--- src/rtl/grf_wb_arbiter_if.sv ---
// grf_wb_arbiter_if
//   Bundles the W-stage request, the MDU valid/ready request and the
//   registered GRF write port shared by the arbiter and its neighbours.
//   slave  : arbiter view (requests in; stall, ready and GRF write out).
//   master : requester/GRF view (requests out; stall, ready and GRF write in).
//   W stage : p_we, p_a3[4:0], p_wd[31:0], p_pc[31:0], p_stall
//   MDU     : m_valid, m_a3[4:0], m_wd[31:0], m_pc[31:0], m_ready
//   GRF     : grf_we, grf_a3[4:0], grf_wd[31:0], grf_pc[31:0]
interface grf_wb_arbiter_if;
  logic        p_we;
  logic [4:0]  p_a3;
  logic [31:0] p_wd;
  logic [31:0] p_pc;
  logic        p_stall;

  logic        m_valid;
  logic [4:0]  m_a3;
  logic [31:0] m_wd;
  logic [31:0] m_pc;
  logic        m_ready;

  logic        grf_we;
  logic [4:0]  grf_a3;
  logic [31:0] grf_wd;
  logic [31:0] grf_pc;

  modport slave (
    input  p_we, p_a3, p_wd, p_pc, m_valid, m_a3, m_wd, m_pc,
    output p_stall, m_ready, grf_we, grf_a3, grf_wd, grf_pc
  );

  modport master (
    output p_we, p_a3, p_wd, p_pc, m_valid, m_a3, m_wd, m_pc,
    input  p_stall, m_ready, grf_we, grf_a3, grf_wd, grf_pc
  );
endinterface

--- src/rtl/grf_wb_arbiter.sv ---
// grf_wb_arbiter
//   Shares the single GRF write port between the pipeline W stage (fixed
//   priority) and the multiply/divide unit (valid/ready). A starvation
//   counter forces one stall cycle so a waiting MDU write always lands.
//   Writes to $0 are never forwarded to the GRF.
// Ports:
//   clk   : clock, rising edge
//   reset : asynchronous, active-low reset
//   bus   : grf_wb_arbiter_if.slave (W stage, MDU and GRF write signals)
// Parameters:
//   STARVE_LIMIT : consecutive denied MDU cycles before a forced grant (1..15)
//   CNT_W        : starvation counter width, must hold STARVE_LIMIT
// Build option:
//   GRF_WB_TRACE_EN : when defined, prints one line per committed GRF write.
module grf_wb_arbiter #(
  parameter int unsigned STARVE_LIMIT = 4,
  parameter int unsigned CNT_W        = 4
) (
  input logic              clk,
  input logic              reset,
  grf_wb_arbiter_if.slave  bus
);

  typedef enum logic [1:0] {
    IDLE  = 2'd0,
    WAIT  = 2'd1,
    FORCE = 2'd2
  } state_t;

  state_t             r_state;
  state_t             w_state_nxt;
  logic [CNT_W-1:0]   r_cnt;
  logic [CNT_W-1:0]   w_cnt_nxt;
  logic [CNT_W-1:0]   w_cnt_inc;

  logic               r_p_stall;
  logic               r_grf_we;
  logic [4:0]         r_grf_a3;
  logic [31:0]        r_grf_wd;
  logic [31:0]        r_grf_pc;

  logic               w_p_req;
  logic               w_p_grant;
  logic               w_m_ready;
  logic               w_m_write;
  logic               w_m_deny;
  logic               w_write;
  logic [4:0]         w_win_a3;
  logic [31:0]        w_win_wd;
  logic [31:0]        w_win_pc;

  // Grant decision. An MDU write to $0 is accepted at once even alongside
  // a P write, since it never needs the port.
  always_comb begin
    w_p_req   = bus.p_we && (bus.p_a3 != '0);
    w_p_grant = 1'b0;
    w_m_ready = 1'b0;
    if (r_state == FORCE) begin
      w_m_ready = bus.m_valid;
    end else if (bus.m_valid && (bus.m_a3 == '0)) begin
      w_m_ready = 1'b1;
      w_p_grant = w_p_req;
    end else if (w_p_req) begin
      w_p_grant = 1'b1;
    end else begin
      w_m_ready = bus.m_valid;
    end
    w_m_write = w_m_ready && (bus.m_a3 != '0);
    w_m_deny  = bus.m_valid && !w_m_ready;
    w_write   = w_p_grant || w_m_write;

    w_win_a3  = w_p_grant ? bus.p_a3 : bus.m_a3;
    w_win_wd  = w_p_grant ? bus.p_wd : bus.m_wd;
    w_win_pc  = w_p_grant ? bus.p_pc : bus.m_pc;
  end

  // Next state and counter. Any cycle without a denial (granted or no
  // request) clears the count, so FORCE always exits to IDLE.
  always_comb begin
    w_cnt_inc   = r_cnt + CNT_W'(1);
    w_cnt_nxt   = '0;
    w_state_nxt = IDLE;
    if (w_m_deny) begin
      w_cnt_nxt   = w_cnt_inc;
      w_state_nxt = (w_cnt_inc == CNT_W'(STARVE_LIMIT)) ? FORCE : WAIT;
    end
  end

  // p_stall is registered from the next state so it is high exactly
  // while the FSM sits in FORCE.
  always_ff @(posedge clk or negedge reset) begin
    if (!reset) begin
      r_state   <= IDLE;
      r_cnt     <= '0;
      r_p_stall <= 1'b0;
      r_grf_we  <= 1'b0;
      r_grf_a3  <= '0;
      r_grf_wd  <= '0;
      r_grf_pc  <= '0;
    end else begin
      r_state   <= w_state_nxt;
      r_cnt     <= w_cnt_nxt;
      r_p_stall <= (w_state_nxt == FORCE);
      r_grf_we  <= w_write;
      if (w_write) begin
        r_grf_a3 <= w_win_a3;
        r_grf_wd <= w_win_wd;
        r_grf_pc <= w_win_pc;
      end
    end
  end

`ifdef GRF_WB_TRACE_EN
  always_ff @(posedge clk) begin
    if (reset && w_write) begin
      $display("%d@%h: $%d <= %h", $time, w_win_pc, w_win_a3, w_win_wd);
    end
  end
`endif

  // m_ready is combinational; gate it so it is low during reset.
  assign bus.m_ready = w_m_ready && reset;
  assign bus.p_stall = r_p_stall;
  assign bus.grf_we  = r_grf_we;
  assign bus.grf_a3  = r_grf_a3;
  assign bus.grf_wd  = r_grf_wd;
  assign bus.grf_pc  = r_grf_pc;

endmodule

--- src/flat_wrapper.sv ---
// flat-port wrapper written by rule: the top's interface ports become plain ports
module grf_wb_arbiter_flat 
#(
  parameter int unsigned STARVE_LIMIT = 4,
  parameter int unsigned CNT_W        = 4
)
  (clk, reset, bus_p_we, bus_p_a3, bus_p_wd, bus_p_pc, bus_m_valid, bus_m_a3, bus_m_wd, bus_m_pc, bus_p_stall, bus_m_ready, bus_grf_we, bus_grf_a3, bus_grf_wd, bus_grf_pc);
  grf_wb_arbiter_if bus_i ();
  input logic clk;
  input logic reset;
  input wire logic [$bits(bus_i.p_we)-1:0] bus_p_we;
  input wire logic [$bits(bus_i.p_a3)-1:0] bus_p_a3;
  input wire logic [$bits(bus_i.p_wd)-1:0] bus_p_wd;
  input wire logic [$bits(bus_i.p_pc)-1:0] bus_p_pc;
  input wire logic [$bits(bus_i.m_valid)-1:0] bus_m_valid;
  input wire logic [$bits(bus_i.m_a3)-1:0] bus_m_a3;
  input wire logic [$bits(bus_i.m_wd)-1:0] bus_m_wd;
  input wire logic [$bits(bus_i.m_pc)-1:0] bus_m_pc;
  output wire logic [$bits(bus_i.p_stall)-1:0] bus_p_stall;
  output wire logic [$bits(bus_i.m_ready)-1:0] bus_m_ready;
  output wire logic [$bits(bus_i.grf_we)-1:0] bus_grf_we;
  output wire logic [$bits(bus_i.grf_a3)-1:0] bus_grf_a3;
  output wire logic [$bits(bus_i.grf_wd)-1:0] bus_grf_wd;
  output wire logic [$bits(bus_i.grf_pc)-1:0] bus_grf_pc;
  assign bus_i.p_we = bus_p_we;
  assign bus_i.p_a3 = bus_p_a3;
  assign bus_i.p_wd = bus_p_wd;
  assign bus_i.p_pc = bus_p_pc;
  assign bus_i.m_valid = bus_m_valid;
  assign bus_i.m_a3 = bus_m_a3;
  assign bus_i.m_wd = bus_m_wd;
  assign bus_i.m_pc = bus_m_pc;
  assign bus_p_stall = bus_i.p_stall;
  assign bus_m_ready = bus_i.m_ready;
  assign bus_grf_we = bus_i.grf_we;
  assign bus_grf_a3 = bus_i.grf_a3;
  assign bus_grf_wd = bus_i.grf_wd;
  assign bus_grf_pc = bus_i.grf_pc;
  grf_wb_arbiter #(.STARVE_LIMIT(STARVE_LIMIT), .CNT_W(CNT_W)) u_core (.clk(clk), .reset(reset), .bus(bus_i));
endmodule
--- config.mk ---
export PLATFORM = sky130hd
export DESIGN_NAME = grf_wb_arbiter_flat
export DESIGN_NICKNAME = d
export VERILOG_FILES = /design/src/rtl/grf_wb_arbiter_if.sv /design/src/rtl/grf_wb_arbiter.sv /design/src/flat_wrapper.sv
export SDC_FILE = /design/constraint.sdc
export NUM_CORES = 1
export LEC_CHECK = 0
export BUFFER_PORTS_ARGS = -buffer_cell sky130_fd_sc_hd__buf_2
export CORE_ASPECT_RATIO = 1.5
export CORE_MARGIN = 2
export CORE_UTILIZATION = 40
export DETAILED_ROUTE_END_ITERATION = 8
export GPL_TIMING_DRIVEN = 0
export HOLD_SLACK_MARGIN = 0.06
export PLACE_DENSITY = 0.75
export SLEW_MARGIN = 10
export SYNTH_ARGS = -nofsm -noshare
export SYNTH_HDL_FRONTEND = slang
export SYNTH_SLANG_ARGS = --single-unit
--- constraint.sdc ---
create_clock -name clk -period 1.8 [get_ports clk]
set_clock_uncertainty 0.15 [all_clocks]
set_input_delay 0.09 -clock clk [delete_from_list [all_inputs] [get_ports clk]]
set_output_delay 0.09 -clock clk [all_outputs]
set_load 0.01 [all_outputs]
==> out/results.ini, run 1 <==
[run_status]
status = did not finish
stop_stage = 4_1_cts
flow.first_error = [ERROR RSZ-0060] Max buffer count reached.

[placement]
gp_congestion = 0.826
portBuffers = 213
post-dp-hpwl_um = 7720

[clock_tree]
postCtsHoldBufs = 134
cts_made_buffers = 9
cts_sinks = 76
htree_levels = 3
cts_resized = 1
clockRootBuffer = clkbuf_16
cts_buffer_depth = 2
postCtsSetupBuffers = 2

[floorplanning]
die_x_um = 80.1
io_pins = 214
die_h_um = 118
rows = 41
start_util = 0.413

[synthesis]
ys_ff_latch = 76
syn_area_um2 = 3470
synth_cell_types = 24
synth_seq_area_share = 0.548
syn-num-nets = 473
yosysWarnings = 0
avgSynthCellArea_um2 = 10.5
netlist_instances = 330

-- kinds of logic after synthesis --
logic type / synth area share
DFF: 0.548
muxes: 0.185
and+or+nand+nor: 0.104
adders and majority gates: 0.00360
AOI/OAI and AO/OA: 0.121
buffers and inverters: 0.0335
xor gates and xnor gates: 0.00505
-- cells in the mapped netlist (all sizes together) --
cell | count | share of area
dfrtp | 76 | 0.55
nor2 | 75 | 0.081
a21oi | 66 | 0.095
mux2i | 64 | 0.18
buf | 15 | 0.027
clkbuf | 6 | 0.0065
nand2 | 6 | 0.0065
a221oi | 3 | 0.0076
nand2b | 3 | 0.0054
nand3 | 2 | 0.0029
or4 | 2 | 0.0043
a31oi | 1 | 0.0018
and3 | 1 | 0.0018
ha | 1 | 0.0036
nor4 | 1 | 0.0018
o211a | 1 | 0.0029
o211ai | 1 | 0.0036
o21a | 1 | 0.0022
o21ai | 1 | 0.0025
o221a | 1 | 0.0032
o221ai | 1 | 0.0025
xnor2 | 1 | 0.0025
xor2 | 1 | 0.0025
-- metrics by stage --
stage | instances | hold WS (ps) | utilization | worst slack [ps] | area, um^2
2_1_floorplan | 330 | -356 | - | 105 | 3470
3_3_place_gp | 650 | 171 | 0.555 | -441 | 4670
3_5_place_dp | 651 | -189 | 0.559 | -461 | 4700
==> run 2: changes to the inputs <==
--- a/config.mk
+++ b/config.mk
@@ -6,13 +6,11 @@
 export NUM_CORES = 1
 export LEC_CHECK = 0
 export BUFFER_PORTS_ARGS = -buffer_cell sky130_fd_sc_hd__buf_2
-export CORE_ASPECT_RATIO = 1.5
 export CORE_MARGIN = 2
-export CORE_UTILIZATION = 40
+export CORE_UTILIZATION = 25
 export DETAILED_ROUTE_END_ITERATION = 8
 export GPL_TIMING_DRIVEN = 0
-export HOLD_SLACK_MARGIN = 0.06
-export PLACE_DENSITY = 0.75
+export PLACE_DENSITY_LB_ADDON = 0.15
 export SLEW_MARGIN = 10
 export SYNTH_ARGS = -nofsm -noshare
 export SYNTH_HDL_FRONTEND = slang
==> run 2 against run 1 <==
  * The flow now finishes, with violations (hold timing)
  * Synthesized cell count is the same
  * Synthesized area is the same
==> out/results.ini, run 2 <==
[synthesis]
synth_seq_area_share = 0.548  ; unchanged
synth_top_cells_by_area = dfrtp_1 55%, mux2i_1 18%, a21oi_1 9.5%, nor2_1 8.1%, buf_2 1.7%
synth_common_cells = 76 x dfrtp_1, 75 x nor2_1, 66 x a21oi_1
netlist_instances = 330  ; unchanged
synthArstFlopShare = 1.00  ; unchanged
synth_cell_types = 24  ; unchanged
synth_edf_count = 0  ; unchanged
synth_flop_cell = dfrtp_1
syn-num-nets = 473  ; unchanged
synth.most_common_cell = dfrtp_1
ys_ff_latch = 76  ; unchanged
syn_area_um2 = 3470  ; unchanged
yosysWarnings = 0  ; unchanged
synth_area_leader_cell = dfrtp_1
yosys.area.top_type_share = 0.548  ; unchanged
avgSynthCellArea_um2 = 10.5  ; unchanged

[clock_tree]
cts_tree = done
cts_made_buffers = 9  ; unchanged
cts_sinks = 76  ; unchanged
worstSkewPairLatency_ps = 330
postCtsHoldBufs = 140  ; +4.5%
clockRootBuffer = clkbuf_16
cts_buffer_depth = 2  ; unchanged
htree_levels = 3  ; unchanged
clkTransAtPathRegs_ps = 60

[run_status]
violations = hold timing
status = finished with violations

[timing]
slew_violations = 0
fmax_ghz = 0.578
finalCritPeriodShare = 0.960
final_hold_viol_count = 45
period_minus_slack_ps = 1730
rsz0062_at_grt = yes
whs_ps = -383
tightest_slew_ps = 627
finalSetupViolCount = 0
relSlewSlack = 0.582

[final_layout]
final_cell_count_no_fill = 881
layout_common_cells = 219 x buf_2, 140 x dlygate4sd3_1, 76 x dfrtp_1
mostFrequentLayoutCell = buf_2
fin_nets = 840
drive_above_1_share = 0.359
fillers = 1236
area_delta_synth_final_pct = 88.1
antenna_cells = 0

[route]
drc = 0
post_drt_via_cell_ratio = 4.40
wl_per_cell_um = 14.9
firstDrtPassIters = 4
drtAntennaViolNets = 0
vias = 3873
drt_wl_total_um = 13100
first_iter_violations = 176

[setup_path]
cp-end-kind = flop
crit_start = bus_m_a3[3]
startpoint_type = primary input
arrival_ps = 1790
r2r-start = u_core.r_state[0]
required_ps = 1860
path_max_fanout = 10
worstSetupPathType = primary input to flop

[placement]
post-dp-hpwl_um = 8360  ; +8.3%
place_inst = 724  ; +11%
gp_congestion = 0.751  ; -9.1%
portBuffers = 213  ; unchanged

[global_routing]
grt.busiest_layer = met2
met2_usage = 0.311
overflow = 0
grtUsageMet3 = 0.0323
grt_usage = 0.175
grt_pass1_vias = 4073
grt_pass1_wl_um = 20100
grt_antenna_before_repair = 0
grt_start_max_net_pins = 48
use_met1 = 0.201

[floorplanning]
rows = 43  ; +4.9%
io_pins = 214  ; unchanged
die_h_um = 122  ; +3.2%
die-area_um2 = 14800
die_x_um = 122  ; +52%
start_util = 0.253  ; -0.160
core_um2 = 13700

[power_and_ir_drop]
power_density_nw_per_um2 = 747
leakage_nw = 3.21
vdd_drop_max_mv = 0.492

[job]
maxCapViolations = 0

[hold_path]
hold_path_class = primary input to asynchronous set/reset pin

## run 2: cell counts after synthesis
No cell type changed its count.
## run 2: path summary, 6_finish.rpt
check                                   endpoint  cells after the start  slack (ps)
max in group asynchronous        u_core.r_cnt[2]                      2        1280
min                        u_core.bus.grf_wd[11]                      1        -380
max                        u_core.bus.grf_wd[21]                      7          70
min in group clk            u_core.bus.grf_a3[4]                      4          20
max reg2reg                 u_core.bus.grf_pc[4]                      5         160
min reg2reg                      u_core.r_cnt[0]                      1         330
## run 2: final cells by class
cell class,instances,area [um^2],share of cell area
Timing Repair Buffer,356,2500,0.384
Sequential cell,76,1900,0.291
Multi-Input combinational cell,233,1480,0.226
Clock buffer,13,250,0.0383
Tap cell,180,225,0.0345
Buffer,21,135,0.0207
Clock inverter,2,35.0,0.00537
## run 2: cell families (layout without fill, tap and decap cells)
kind of cell / Yosys count / count (layout) / share of synthesized area
buf+inv: 21 / 392 / 0.0335
simple gates: 90 / 90 / 0.104
fa+ha+maj: 1 / 1 / 0.00360
xor+xnor: 2 / 2 / 0.00505
flops: 76 / 76 / 0.548
mux: 64 / 64 / 0.185
compound gates: 76 / 76 / 0.121
## run 2: timing repair
action | 4_1_cts | 5_1_grt
buffers inserted | 2 | 0
resized for setup | 1 | 18
hold endpoints to repair | 114 | 45
pin swaps | 1 | 0
endpoints found under the setup margin | 63 | 64
## run 2: power breakdown
part	leakage (nW)	switching, mW	total, mW	internal, mW
clock	0.140	0.685	1.79	1.10
combinational	2.21	0.519	1.13	0.612
sequential	0.870	0.0882	1.96	1.87
total	3.21	1.29	4.88	3.59
## run 2: per-stage QoR
step / util / instance area [um^2] / TNS, ps / setup slack [ps] / total power [mW]
after detailed placement: 0.349 / 4780 / -33870 / -542 / 2.86
after global placement: 0.347 / 4760 / -46560 / -521 / 2.84
after CTS: 0.473 / 6490 / 0 / 9.99 / 4.93
final: 0.476 / 6530 / 0 / 71.3 / 4.88
after global routing: 0.476 / 6530 / -74.4 / -43.3 / 5.12
after floorplan: - / 3470 / 0 / 105 / 2.40
## run 2: routing by layer
metal / wire length [um] / up-vias
li1: - / 1891
met4: 382 / 0
met1: 5290 / 1799
met3: 773 / 27
met2: 6660 / 156
met5: 0 / -
## run 2: critical path: stages
cell and delay [ps]:
buf_2 120, or4_1 600, o21ai_4 250, buf_6 220
buf_6 190, mux2i_1 210, a21oi_1 90
Power figures use the tool's default switching activity.
